**src/rtl/ok_reg_bank.sv**
```systemverilog
// Register bank behind the host register bridge: host-writable config registers
// with level/pulse modes and update/ack handshakes, read-only status words, and a CTRL word.
module ok_reg_bank #(
    parameter int unsigned       N_CONF     = 8,
    parameter int unsigned       N_STAT     = 4,
    parameter int unsigned       DATA_W     = 32,
    parameter logic [31:0]       BASE_ADDR  = 32'h0,
    parameter logic [N_CONF-1:0] PULSE_MASK = '0
) (
    input  logic                                          clk,
    input  logic                                          reset,
    input  logic [31:0]                                   ep_address,
    input  logic                                          ep_write,
    input  logic [31:0]                                   ep_dataout,
    input  logic                                          ep_read,
    output logic [31:0]                                   ep_datain,
    output logic [N_CONF*DATA_W-1:0]                      conf_data,
    output logic [N_CONF-1:0]                             conf_update,
    input  logic [N_CONF-1:0]                             conf_ack,
    // With N_STAT = 0 the port keeps one unused word so it never has zero width.
    input  logic [((N_STAT > 0) ? N_STAT : 1)*DATA_W-1:0] stat_data,
    output logic [15:0]                                   err_count
);

    localparam int unsigned CTRL_OFF     = N_CONF + N_STAT;
    localparam logic [31:0] ILLEGAL_DATA = 32'hBAD0_ADD0;

    logic [DATA_W-1:0] conf_q [N_CONF];
    logic [31:0]       offset;
    logic              in_map;
    logic              is_conf;
    logic              is_ctrl;
    logic              wr_illegal;
    logic              rd_illegal;
    logic              ctrl_clear;
    logic [31:0]       rd_data;
    logic [16:0]       err_sum;

    // The address must be checked against BASE_ADDR itself so a wrapped subtraction is never legal.
    assign offset     = ep_address - BASE_ADDR;
    assign in_map     = (ep_address >= BASE_ADDR) && (offset <= CTRL_OFF);
    assign is_conf    = in_map && (offset < N_CONF);
    assign is_ctrl    = in_map && (offset == CTRL_OFF);
    assign wr_illegal = ep_write && !is_conf && !is_ctrl;
    assign rd_illegal = ep_read && !in_map;
    assign ctrl_clear = ep_write && is_ctrl && ep_dataout[31];
    assign err_sum    = {1'b0, err_count} + 17'(wr_illegal) + 17'(rd_illegal);

    for (genvar g = 0; g < N_CONF; g++) begin : g_pack
        assign conf_data[g*DATA_W +: DATA_W] = conf_q[g];
    end

    // Read mux sees pre-edge state, so a same-cycle write returns the old value.
    always_comb begin
        // NOTE: every always_comb output gets a default first so no path can infer a latch.
        rd_data = ILLEGAL_DATA;
        for (int unsigned i = 0; i < N_CONF; i++) begin
            if (is_conf && offset == 32'(i)) rd_data = 32'(conf_q[i]);
        end
        for (int unsigned j = 0; j < N_STAT; j++) begin
            if (in_map && offset == 32'(N_CONF + j)) rd_data = 32'(stat_data[j*DATA_W +: DATA_W]);
        end
        if (is_ctrl) begin
            rd_data = {err_count, 16'b0};
            for (int unsigned k = 0; k < N_CONF && k < 16; k++) rd_data[k] = conf_update[k];
        end
    end

    always_ff @(posedge clk) begin
        // NOTE: state is written with non-blocking assignments so every register samples pre-edge values.
        if (reset) begin
            // NOTE: the config array is reset because its contents are visible on conf_data straight out of reset.
            for (int unsigned i = 0; i < N_CONF; i++) conf_q[i] <= '0;
            conf_update <= '0;
            ep_datain   <= '0;
            err_count   <= '0;
        end else begin
            if (ep_read) ep_datain <= rd_data;

            // A write beats both the pulse self-clear and a same-cycle ack.
            for (int unsigned i = 0; i < N_CONF; i++) begin
                if (ep_write && is_conf && offset == 32'(i)) begin
                    conf_q[i]      <= ep_dataout[DATA_W-1:0];
                    conf_update[i] <= 1'b1;
                end else begin
                    if (PULSE_MASK[i]) conf_q[i] <= '0;
                    if (conf_ack[i]) conf_update[i] <= 1'b0;
                end
            end

            if (ctrl_clear)       err_count <= '0;
            else if (err_sum[16]) err_count <= 16'hFFFF;
            else                  err_count <= err_sum[15:0];
        end
    end

endmodule

```
**config.mk**
```make
export PLATFORM = sky130hd
export DESIGN_NAME = ok_reg_bank
export DESIGN_NICKNAME = d
export VERILOG_FILES = /design/src/rtl/ok_reg_bank.sv
export SDC_FILE = /design/constraint.sdc
export NUM_CORES = 1
export LEC_CHECK = 0
export CORE_AREA = 2 2 198 200
export DETAILED_ROUTE_END_ITERATION = 10
export DIE_AREA = 0 0 200 202
export PLACE_DENSITY = 0.7
export SETUP_SLACK_MARGIN = 0.4
export SYNTH_ARGS = -nofsm -noshare
export SYNTH_HDL_FRONTEND = slang
export SYNTH_SLANG_ARGS = --single-unit
```
**constraint.sdc**
```tcl
create_clock -name clk -period 4.3 [get_ports clk]
set_input_delay 0.645 -clock clk [delete_from_list [all_inputs] [get_ports clk]]
set_output_delay 0.645 -clock clk [all_outputs]
set_load 0.005 [all_outputs]
```
# Word-level counts from Yosys, hierarchy flattened
# Memories as Yosys holds them, arrays and structs flattened.
# Cells that the tools add are included.
# op_classes
n_bitwise,8
reduce_logical,42
eq_ne,12
magnitude_cmp,3
add_sub_neg,2
n_mux,64
# ops
op,n
$mux W32,21
$eq A32 B4 Y1 const B,5
$eq A32 B3 Y1 const B,4
$eq A32 B2 Y1 const B,2
$mux W1,42
$eq A32 B1 Y1 const B,1
$ge A32 B1 Y1 const B,1
$le A32 B4 Y1 const B,1
$logic_not A32 Y1,1
$lt A32 B4 Y1 const B,1
$logic_and A1 B1 Y1,29
$add A16 B1 Y17,1
$add A17 B1 Y17,1
$mux W16,1
$reduce_bool A2 Y1,8
$or A1 B1 Y1,8
$logic_not A1 Y1,3
$reduce_or A2 Y1,1
# word_totals
regBits,56
mem_bits_rw,256
out_inout_bits,312
in_bits,204
elab_cells,142
n_memories,1
# mem_list
memory,words,word_bits,rd,rd_clocked_by_memory_dff,write_ports,line,text
conf_q,8,32,8,0,8,28,logic [DATA_W-1:0] conf_q [N_CONF];

# Depth between registers and ports, before layout
# logic_depth
word_depth,17
ltp_mapped,14

# Worst setup path before layout
# No wires, ideal clock.
# synth_timing
path_type,input-to-reg
startpoint,input ep_address[23]
endpoint,memory conf_q[5][0] (netlist: conf_q[1][32]) (enable)
slack_ns,0.809
path_stages,8
setup_time_ns,0.394
arrival_ns,3.097
cell_sequence,nor4_1 -> nand4_2 -> buf_6 -> buf_6 -> nor3_4 -> buf_2 -> nand2_1 -> nand2b_1
# synth_rtl
element,line,text
start: declaration,12,"input logic [31:0] ep_address,"
end: declaration,28,

# Worst setup path after layout
# layout_timing
startpoint,input ep_address[30]
endpoint,register ep_datain[21]
# layout_between
elab_chain_cells,17
word_cells_on_any_way,44
# layout_rtl
element,line,text
$ge A32 B1 Y1 or $le A32 B4 Y1 (tied branches),41,assign in_map = (ep_address >= BASE_ADDR) && (offset <= CTRL_OFF);
$logic_and A1 B1 Y1,41,
$logic_and A1 B1 Y1,42,assign is_conf = in_map && (offset < N_CONF);
$logic_and A1 B1 Y1,58,if (is_conf && offset == 32'(i)) rd_data = 32'(conf_q[i]);
$mux W32 (8 in series),58,
$mux W32 (4 in series),61,if (in_map && offset == 32'(N_CONF + j)) rd_data = 32'(stat_data[j*DATA_W +: DATA_W]);
$mux W32 (*),63,if (is_ctrl) begin
end signal: assignment,78,if (ep_read) ep_datain <= rd_data;
end: declaration,16,"output logic [31:0] ep_datain,"
# Every way passes the cells marked *; elsewhere a longest branch is shown, timed or not.
# A chain may end at the register's enable or synchronous reset.

==> summary.txt <==
Outcome
  – Status: finished clean

Detailed routing
  – Avg WL per Cell: 30.3 µm
  – Total Wirelength: ~72000 µm
  – Number of vias per cell: a little under 6
  – DRT iter0 DRCs: 1452
  – Post-route DRC violation count: 0
  – DR pass1 iterations: 6
  – Vias: 14159
  – Routed Antenna Nets: 0

Clock tree
  – CTS resizes: 1
  – Hold Buf Count CTS: 0
  – # clock sinks: 312
  – CTS tree: done
  – # Post-CTS Setup Buffers: 0
  – CTS Root Cell: clkbuf_16
  – Max Root-Sink Buffers: 3
  – Clk pin slew, worst setup/hold paths: 0.06 ns
  – Insertion delay to the later sink of the worst-skew pair: between 0.5 and 0.6 ns
  – CTS H-tree depth: 2
  – TritonCTS Buffers: 35

Yosys
  – Most common flop cell mapped by yosys: edfxtp_1
  – Cell count after synthesis: 1315
  – Synthesized net count: between 1500 and 2000
  – Biggest area consumer among synthesized cells: edfxtp_1
  – Yosys warning count: 0
  – Mean Syn Cell Area: roughly 11 µm²
  – Top post-synthesis cells by area: edfxtp_1, dfxtp_1, nor2_1
  – EDFF count, synth: around 260
  – Yosys reg bits: 312
  – Post-Syn Area: roughly 15000 µm²
  – Synth cell count leaders: nor2_1, edfxtp_1, nand2_1
  – Share of the yosys chip area belonging to registers: 0.606
  – Async set-reset flop share out of synthesis: 0
  – Dominant cell by count in the synthesized netlist: nor2_1
  – Post-synth cell types: 72
  – Synth top area share: 0.529

Final layout
  – Layout fillers: 3215
  – Layout area overhead: 49.8%
  – Nets: between 2000 and 2500
  – Share of cells above drive strength 1: 0.0963

Global routing
  – Largest net degree at the start of global routing: 55
  – Initial antenna violation count: 6
  – GR Overflow Total: 0
  – GRT Util Overall: 0.351
  – First-pass GRT wire length: slightly above 100000 µm
  – Vias in the first global route: 14057

Floorplan
  – Die Area: between 40000 and 50000 µm²
  – Core area: ~38000 µm²
  – Chip Width: about 200 µm
  – # rows: 72
  – Io pins: between 500 and 600
  – Die Y: 202 µm
  – Initial Util: 0.380

Power
  – PD cells: 347 nW/µm²
  – Leakage: 7.71 nW
  – Peak supply drop: around 0.00028 V

Worst setup path
  – WP data arrival: just over 4 ns
  – Worst path top cell family by delay: simple AND/OR/NAND/NOR gates
  – Worst setup SP type: input port
  – Buf/Inv on CP: 2
  – Req. time, crit path: about 4.7 ns
  – Reg2reg path depth: 5
  – Slowest CP cell: a2111oi_1
  – Setup CP Type: in -> reg
  – CP endpoint kind: register
  – Crit-path max FO: 15
  – Number of cells on the critical path: 9
  – Crit-path max cell delay: around 0.7 ns
  – Critical-path cell list: clkdlybuf4s50_1 -> nor4_2 -> nand4_4 -> or3_1 -> o21ai_0 -> a21oi_1 -> a2111oi_1 -> buf_4 -> o22ai_1

Place
  – Worst slack, placed: -0.184 ns
  – DP HPWL: between 50000 and 60000 µm
  – I/O Buffers: 515
  – GPL Wtd Cong: 0.914

Job
  – Max-Cap Viols: 0

Worst hold path
  – Hold depth: 2
  – Hold Path Class: reg -> reg

Timing
  – # setup viols final: 0
  – Final Hold Viols: 0
  – Hold Slack: 0.488 ns
  – RSZ-0062 raised after global routing: no
  – Clock Skew: around 0.012 ns
  – Tcrit/Tclk final: 0.867
  – Slew @ Worst Pin: between 1 and 1.5 ns
  – Fin crit period: ~3.7 ns
  – Setup WS post-layout: around 0.57 ns
  – Sum of negative setup slack: 0 ns
  – Max Freq: 268 MHz
  – Slew HR: 0.0925
  – Max-slew violation count: 0
worst paths after layout:
| check | endpoint | slack [ns] | startpoint |
|---|---|---|---|
| worst max-delay path | ep_datain[21] | 0.57 | ep_address[30] |
| worst min register to register | ep_datain[27] | 0.49 | ep_datain[27] |
| worst min-delay path | ep_datain[27] | 0.49 | ep_datain[27] |
| worst max register to register | err_count[1] | 2.12 | err_count[0] |
final cells by class:
type                    count  area [µm²]  share of cell area
clock inverters            21         209             0.00959
diodes                      3        7.51            0.000345
multi-input cells         861        5210               0.239
inverters                  43         161             0.00741
repair buffers            590        5800               0.266
well taps                 518         648              0.0298
flip-flops and latches    312        8810               0.404
clock buffers              42         933              0.0429
per-layer routing:
metal,global-route usage,vias up,share of wire
li1,-,6029,-
met1,0.455,6930,0.38
met2,0.543,1018,0.45
met3,0.122,178,0.13
met4,0.123,4,0.040
met5,0,-,0.00047
kinds of logic (layout without fill, tap and decap cells):
logic type,count (synthesis),count (layout),share of synthesized area
other,0,3,0
AND/OR/NAND/NOR,499,499,0.162
flip-flops,312,312,0.606
XOR/XNOR,12,12,0.00723
buffers and inverters,142,696,0.0416
adder cells (fa/ha/maj),2,2,0.00224
multiplexers,22,22,0.0160
AO/OA/AOI/OAI,326,326,0.165
through the flow:
| stage | area, µm² | cells | utilization | power, mW |
|---|---|---|---|---|
| 2_1_floorplan | 14500 | 1315 | - | 3.81 |
| 3_3_place_gp | 20600 | 2324 | 0.539 | 4.54 |
| 3_5_place_dp | 20600 | 2324 | 0.539 | 4.55 |
| 4_1_cts | 21800 | 2387 | 0.569 | 7.54 |
| 5_1_grt | 21800 | 2390 | 0.569 | 7.73 |
| 6_report | 21800 | 2390 | 0.569 | 7.55 |
placed cells by master, fill, tap and decap left out, types with 7 or more instances in the layout:
cell	instances
inv_1	43
nand2_1	66
a221oi_1	33
a211oi_1	14
nand2b_2	8
mux2_2	10
a22o_1	10
clkinv_1	9
o211ai_1	12
or3_1	7
a21oi_1	49
mux2i_1	12
nor3_1	15
nand3_1	22
a22oi_1	16
clkdlybuf4s50_1	513
dfxtp_1	56
nor2_1	264
o21ai_0	26
edfxtp_1	256
nand2b_1	45
nand4_1	12
o22ai_1	48
clkbuf_16	36
buf_12	7
buf_4	69
xor2_1	9
o221ai_1	28
or4_1	7
o22a_1	11
nor4_1	11
registers in the layout, summed over array words and instances (netlist names):
signal	flops
err_count	16
conf_update	8
conf_q	256
ep_datain	32
worst register-to-register path, delay by kind of cell (launching register included):
kind                       cells  cell delay, ns
adders and majority gates      2            0.69
and+or+nand+nor                2            0.80
AOI/OAI and AO/OA              1            0.21
DFF                            1            0.42
report_power, final:
group | leakage, nW | internal [mW] | switching, mW
Clock | 0.562 | 1.79 | 1.26
Sequential | 2.90 | 3.44 | 0.123
Combinational | 4.25 | 0.525 | 0.418
Note: power is estimated with default switching activity, not from simulation.
